`config.mk`:
```
export PLATFORM = sky130hd
export DESIGN_NAME = execute_add
export DESIGN_NICKNAME = d
export VERILOG_FILES = /design/src/rtl/execute_add.sv
export SDC_FILE = /design/constraint.sdc
export NUM_CORES = 1
export LEC_CHECK = 0
export CAP_MARGIN = 25
export CORE_UTILIZATION = 25
export CTS_CLUSTER_SIZE = 12
export DETAILED_ROUTE_END_ITERATION = 8
export DONT_BUFFER_PORTS = 1
export GPL_ROUTABILITY_DRIVEN = 0
export PLACE_DENSITY = 0.43
export SLEW_MARGIN = 20
export SYNTH_ARGS = -nofsm -noshare
export SYNTH_HDL_FRONTEND = slang
export SYNTH_SLANG_ARGS = --single-unit
```
`constraint.sdc`:
```
create_clock -name clk -period 5.9 [get_ports clk]
set_input_delay 1.475 -clock clk [delete_from_list [all_inputs] [get_ports clk]]
set_output_delay 1.475 -clock clk [all_outputs]
set_load 0.02 [all_outputs]
```
`src/rtl/execute_add.sv`:
```
// Execute stage of the add-only pipeline: forwarded operands, add/sub,
// and a single-entry valid/ready result register toward writeback.
module execute_add #(
  parameter int WIDTH       = 32,
  parameter int COUNT_WIDTH = 32
) (
  input  logic                   clk,
  input  logic                   rst,
  input  logic                   in_valid,
  output logic                   in_ready,
  input  logic [4:0]             in_rs,
  input  logic [4:0]             in_rt,
  input  logic [4:0]             write_dest,
  input  logic [5:0]             in_funct,
  input  logic [WIDTH-1:0]       read_reg_1,
  input  logic [WIDTH-1:0]       read_reg_2,
  input  logic                   wb_valid,
  input  logic [4:0]             wb_dest,
  input  logic [WIDTH-1:0]       wb_data,
  output logic                   out_valid,
  input  logic                   out_ready,
  output logic [WIDTH-1:0]       result,
  output logic [4:0]             result_dest,
  output logic                   result_wen,
  output logic                   overflow,
  output logic                   illegal,
  output logic [COUNT_WIDTH-1:0] instr_count
);

  localparam logic [5:0] F_ADD  = 6'h20;
  localparam logic [5:0] F_ADDU = 6'h21;
  localparam logic [5:0] F_SUB  = 6'h22;
  localparam logic [5:0] F_SUBU = 6'h23;

  logic                   r_valid;
  logic [WIDTH-1:0]       r_result;
  logic [4:0]             r_dest;
  logic                   r_wen;
  logic                   r_ovf;
  logic                   r_ill;
  logic [COUNT_WIDTH-1:0] r_count;

  logic                   w_accept;
  logic                   w_self_ok;
  logic [WIDTH-1:0]       w_a;
  logic [WIDTH-1:0]       w_b;
  logic [WIDTH-1:0]       w_sum;
  logic [WIDTH-1:0]       w_diff;
  logic [WIDTH-1:0]       w_res;
  logic                   w_ovf;
  logic                   w_ill;
  logic                   w_wen;

  assign in_ready = !r_valid || out_ready;
  assign w_accept = in_valid && in_ready;

  // Own result only counts as a source if it will actually be committed.
  assign w_self_ok = r_valid && r_wen;

  always_comb begin
    w_a = read_reg_1;
    if (w_self_ok && r_dest == in_rs && in_rs != 5'd0)
      w_a = r_result;
    else if (wb_valid && wb_dest == in_rs && wb_dest != 5'd0)
      w_a = wb_data;
  end

  always_comb begin
    w_b = read_reg_2;
    if (w_self_ok && r_dest == in_rt && in_rt != 5'd0)
      w_b = r_result;
    else if (wb_valid && wb_dest == in_rt && wb_dest != 5'd0)
      w_b = wb_data;
  end

  assign w_sum  = w_a + w_b;
  assign w_diff = w_a - w_b;

  always_comb begin
    w_res = '0;
    w_ovf = 1'b0;
    w_ill = 1'b0;
    unique case (1'b1)
      (in_funct == F_ADD): begin
        w_res = w_sum;
        w_ovf = (w_a[WIDTH-1] == w_b[WIDTH-1]) &&
                (w_sum[WIDTH-1] != w_a[WIDTH-1]);
      end
      (in_funct == F_ADDU): w_res = w_sum;
      (in_funct == F_SUB): begin
        w_res = w_diff;
        w_ovf = (w_a[WIDTH-1] != w_b[WIDTH-1]) &&
                (w_diff[WIDTH-1] != w_a[WIDTH-1]);
      end
      (in_funct == F_SUBU): w_res = w_diff;
      default: w_ill = 1'b1;
    endcase
  end

  assign w_wen = !w_ill && !w_ovf && (write_dest != 5'd0);

  always_ff @(posedge clk) begin
    if (rst) begin
      r_valid  <= 1'b0;
      r_result <= '0;
      r_dest   <= '0;
      r_wen    <= 1'b0;
      r_ovf    <= 1'b0;
      r_ill    <= 1'b0;
      r_count  <= '0;
    end else if (w_accept) begin
      r_valid  <= 1'b1;
      r_result <= w_res;
      r_dest   <= write_dest;
      r_wen    <= w_wen;
      r_ovf    <= w_ovf;
      r_ill    <= w_ill;
      r_count  <= r_count + {{(COUNT_WIDTH-1){1'b0}}, 1'b1};
    end else if (out_ready) begin
      r_valid  <= 1'b0;
    end
  end

  assign out_valid   = r_valid;
  assign result      = r_result;
  assign result_dest = r_dest;
  assign result_wen  = r_wen;
  assign overflow    = r_ovf;
  assign illegal     = r_ill;
  assign instr_count = r_count;

endmodule

```
* Word level (Yosys, flattened, before mapping) *
Cells that the tools add are included.

word-level totals
  word-level logic and storage cells = 56
  output and inout bits = 74
  bits of input ports = 127
  flip-flop bits (word level) = 73

cells by class
  reduce and logical (&&, ||, !) cells = 25
  add/subtract/negate cells = 3
  equal/unequal tests = 12
  muxes and demuxes = 9

operators with widths
  cell                   count
  $mux 32                4
  $pmux 32 s2            1
  $add 32x1->32 const B  1
  $add 32x32->32         1
  $sub 32x32->32         1
  $eq 6x6->1 const B     4
  $eq 5x5->1             4
  $reduce_bool 5->1      4
  $logic_and 1x1->1      14
  $reduce_or 2->1        2
  $reduce_or 4->1        1
  $mux 1                 3
  $ne 1x1->1             3
  $logic_not 1->1        2
  $pmux 1 s2             1
  $reduce_bool 2->1      1
  $eq 1x1->1             1
  $logic_or 1x1->1       1

* Depth between registers and ports, before layout *
Gate-level depths: netlist of the first run.

  word-level depth = 12
  mapped depth = 20
  mapped depth without buffers = 19

* Worst setup path after synthesis of the first run *
OpenSTA, ideal clock, no wires.

  path kind = input -> register
  start point = input port wb_dest[1]
  end point = register r_result[29], in the netlist result[29]
  buffers on the path = 2
  setup slack = 0.405 ns
  required time = 5.818 ns
  arrival time = 5.413 ns
  library setup time = 0.082 ns
  stages = 16
  cells stage by stage = or4_1 -> nor2_1 -> nor4_2 -> clkbuf_1 -> mux2i_1 -> a21oi_1 -> ha_1 -> buf_6 -> or3_4 -> or4b_4 -> nand2b_4 -> o21ai_2 -> a311oi_1 -> o31a_1 -> or4_1 -> o2111ai_1

on the way
  word-level cells in the longest chain between the ends = 7
  elaborated cells on any way between the ends = 14
  those cells by class = add/sub: 2; eq/ne: 2; mux: 5; reduce/logical: 5

RTL lines
  element                                                  line    text
  start: declaration                                       18      input logic [4:0] wb_dest,
  $eq 5x5->1 (on tied branches)                            64, 72
  $logic_and 1x1->1 (on tied branches) (2 in a row)        64, 72
  $mux 32 (on tied branches)                               64, 72
  $mux 32 (on tied branches)                               62, 70
  $sub 32x32->32 / $add 32x32->32 (equally long branches)  77, 76
  $pmux 32 s2 *                                            83      unique case (1'b1)
  end signal: assignment                                   113     r_result <= w_res;
  end: declaration                                         36      logic [WIDTH-1:0] r_result;

Every way passes the cells marked *; elsewhere a longest branch is shown, timed or not.
A chain may end at the register's enable or synchronous reset.

* Worst setup path in the final report of the first run *
  start point = input port wb_dest[0]
  end point = register r_result[27], in the netlist result[27]

The elaborated chain is that of the path after synthesis.

==> impl_metrics.yaml, run 1 <==
synth:
  synthArstFlopShare_pct: 0
  yosys.area_share.simple_pct: 22.1
  postSynthCellCount: 1052
  yosysWarnings: 0
  synth_fp_nets: 1244
  synth-seq-area-share_pct: 19.3
  synthAdderAreaFrac_pct: 10.9
  synth_compound_area_share_pct: 24.4
  synth_seq_cells: 73
  synth.distinct_cells: 72
  synth-xor-area-share_pct: 8.55
  synth.avg_cell_area_sq_um: 7.20
  synthFlopType: "dfxtp_1"
  synth_mux_area_share_pct: 9.12
  syn_area_sq_um: 7580
  synth_top_family_by_area: "compound AO/OA/AOI/OAI gates"
  synth-edff-count: 0
clock_network:
  clock-sinks: 73
  clkLatencyLatePin_ps: 350
  cts_root_buf: "clkbuf_16"
  postCtsSetupRepairBufs: 0
  cts_buffers: 9
  htreeDepth: 3
  cts_tree: "done"
  cts_resized: 0
  hold_buffers: 0
  clockBufferDepth: 2
  clkTransAtPathRegs_ps: 70
power_and_ir_drop:
  switchingPower_uw: 601
  p_clk_share_pct: 33.3
  power_frac_seq_pct: 31.4
  power_mw: 1.67
  swShare_pct: 36.0
  p_leak_nw: 3.71
  p_int_mw: 1.07
  p_comb_share_pct: 35.2
  ir_worst_vdd_mv: 0.106
  powerDensity_nw_per_um2: 185
sta:
  max_slew.worst_pin.slew_ps: 1060
  max_freq_mhz: 184
  hold_viol_final: 0
  rsz0062_at_grt: "no"
  finalSetupTns_ps: 0
  finClkSkew_ps: 10.6
  slew_viol_final: 0
  setup_slack_ps: 476
  setup_violations: 0
  relSlewSlack_pct: 28.5
  fin_crit_ps: 5420
  holdWs_ps: 581
  fin_crit_sh_pct: 91.9
routing:
  dr.first_iter.drc_count: 414
  post_drt_via_cell_ratio: 4.99
  wl_mm: 26.1
  wl_per_cell_um: 17.2
  drc: 0
  ant_nets: 0
  vias: 7575
  dr.pass1.iters: 6
worst_setup_path:
  end_kind: "flip-flop"
  path_class: "in2reg"
  required_ps: 6140
  r2r_slack_ps: 1260
  slowest_stage: "or4_1"
  path_cells: "or4_1, nor2_1, buf_4, nor4_4, buf_12, mux2i_1, a21oi_1, buf_4, inv_1, ha_1, o21bai_1, o211ai_1, nand3_1, a221o_1, a21oi_1, o21ai_2, a311oi_1, o31a_1, xnor2_1, o31ai_1"
  max_stage_delay_ps: 510
  critPathArrivalTime_ps: 5670
  rr_worst_depth: 18
  startpoint_type: "input pin"
  crit_fanout: 18
global_route:
  grt_pass1_wl_mm: 41.0
  grt-ovfl-total: 0
  grt_max_degree: 57
  grt_pass1_vias: 7225
  antenna_found_initial: 0
  grt.total_usage_pct: 16.8
finish:
  fin_nets: 1316
  stdcell_area_sq_um: 9040
  area_growth_pct: 19.3
  stdcell_count: 1519
  n_antenna_cell: 0
  drive_gt1_share_pct: 13.2
  fin_util_pct: 30.4
floorplanning:
  dieWidth_um: 176
  dieArea_sq_um: 31000
  die_height_um: 176
  start_util_pct: 25.5
  core_sq_um: 29700
  io_pins: 201
  row_count: 63
placement:
  dpl_worst_slack_ps: 175
  place_area_sq_um: 8760
  port_buffers: 0
  dpl.cell_count: 1503
  hpwl_mm: 20.8
status:
  outcome: "finished, final reports clean"
hold_path:
  hold_class: "reg2reg"
  whs_path_depth: 2
job:
  drv_cap: 0
==> flip-flops by register name, summed over array words and instances, names as in the netlist <==
signal / count
instr_count: 32
result: 32
result_dest: 5
illegal: 1
out_valid: 1
overflow: 1
result_wen: 1
==> cell type report <==
class,count,area [sq um]
Fill cell,3244,20700
Multi-Input combinational cell,869,5710
Sequential cell,73,1460
Timing Repair Buffer,114,881
Tap cell,390,488
Clock buffer,9,225
Inverter,57,214
Clock inverter,7,58.8
==> cells in the final DEF (no fill, tap or decap), drive strengths merged, types with 8 or more instances in the layout <==
cell type	synthesis	layout
xor2	30	30
ha	63	63
nor2	171	171
o21bai	10	10
clkbuf	39	9
nand3	29	29
a21o	8	8
nand2	77	77
nor2b	10	10
xnor2	44	44
o31ai	9	9
mux2i	69	69
o21ai	43	43
a211oi	10	10
a22oi	13	13
nor3	18	18
or3	11	11
dfxtp	73	73
nand2b	16	16
inv	56	61
a21oi	134	134
buf	14	114
==> power by group through the flow <==
stage | clock network, mW | registers, mW | logic, mW
after global routing | 0.598 | 0.527 | 0.658
final | 0.558 | 0.526 | 0.589
after CTS | 0.582 | 0.526 | 0.591
after detailed placement | 0 | 0.538 | 0.586
after floorplan | 0 | 0.531 | 0.388
after global placement | 0 | 0.538 | 0.589
==> cell usage after synthesis (4+ instances only) <==
cell type  instances  area (sq um)
nand4_1            6          37.5
buf_1             10          37.5
a31oi_1            5          31.3
nor2b_1           10          62.6
xor2_1            30           263
or4_1              6          45.0
xnor2_1           44           385
a211o_1            6          52.6
a22oi_1           13          97.6
nor3_1            18          90.1
a211oi_1           9          67.6
o21bai_1          10          75.1
o211ai_1           6          45.0
o21ai_0           30           150
o21ai_1           12          60.1
a21o_1             8          60.1
a21oi_1          134           671
or3_1             10          62.6
o22ai_1            4          25.0
and3_1             7          43.8
o31ai_1            9          67.6
mux2i_1           69           691
nand3_1           29           145
dfxtp_1           73          1460
nor2_1           171           642
clkbuf_1          38           143
o21a_1             4          30.0
a22o_1             4          35.0
ha_1              63           788
o2111ai_1          5          43.8
and2_1             4          25.0
nand2_1           77           289
inv_1             55           206
nand2b_1          15          93.8
==> cells by family after synthesis <==
kind of cell             after synthesis
AND/OR/NAND/NOR                      367
AO/OA/AOI/OAI                        294
buffers and inverters                110
XOR/XNOR                              74
flip-flops                            73
multiplexers                          69
adder cells (fa/ha/maj)               65
==> final timing paths <==
check,from,to
worst max register to register,result_dest[1]$_SDFFE_PP0P_,overflow$_SDFFE_PP0P_
worst min-delay path,result[25]$_SDFFE_PP0P_,result[25]$_SDFFE_PP0P_
worst max-delay path,wb_dest[0],result[27]$_SDFFE_PP0P_
worst min register to register,result[25]$_SDFFE_PP0P_,result[25]$_SDFFE_PP0P_
==> worst max-delay path, delay by kind of cell <==
family | cells | cell delay, ps
AO/OA/AOI/OAI | 9 | 2440
XOR/XNOR | 1 | 90
adder cells (fa/ha/maj) | 1 | 180
buffers and inverters | 4 | 550
multiplexers | 1 | 140
AND/OR/NAND/NOR | 4 | 810
==> routing by layer <==
layer	GRT usage (%)	routed length [um]
met2	27.0	11700
met1	23.2	12700
met5	0	0
met4	3.95	342
met3	2.71	1320
Power figures use the tool's default switching activity.
==> run 2: changes to the inputs <==
--- a/config.mk
+++ b/config.mk
@@ -5,7 +5,6 @@
 export SDC_FILE = /design/constraint.sdc
 export NUM_CORES = 1
 export LEC_CHECK = 0
-export CAP_MARGIN = 25
 export CORE_UTILIZATION = 25
 export CTS_CLUSTER_SIZE = 12
 export DETAILED_ROUTE_END_ITERATION = 8
==> results of run 2 <==
No change in the layout: final DEF, timing and power equal those of run 1.
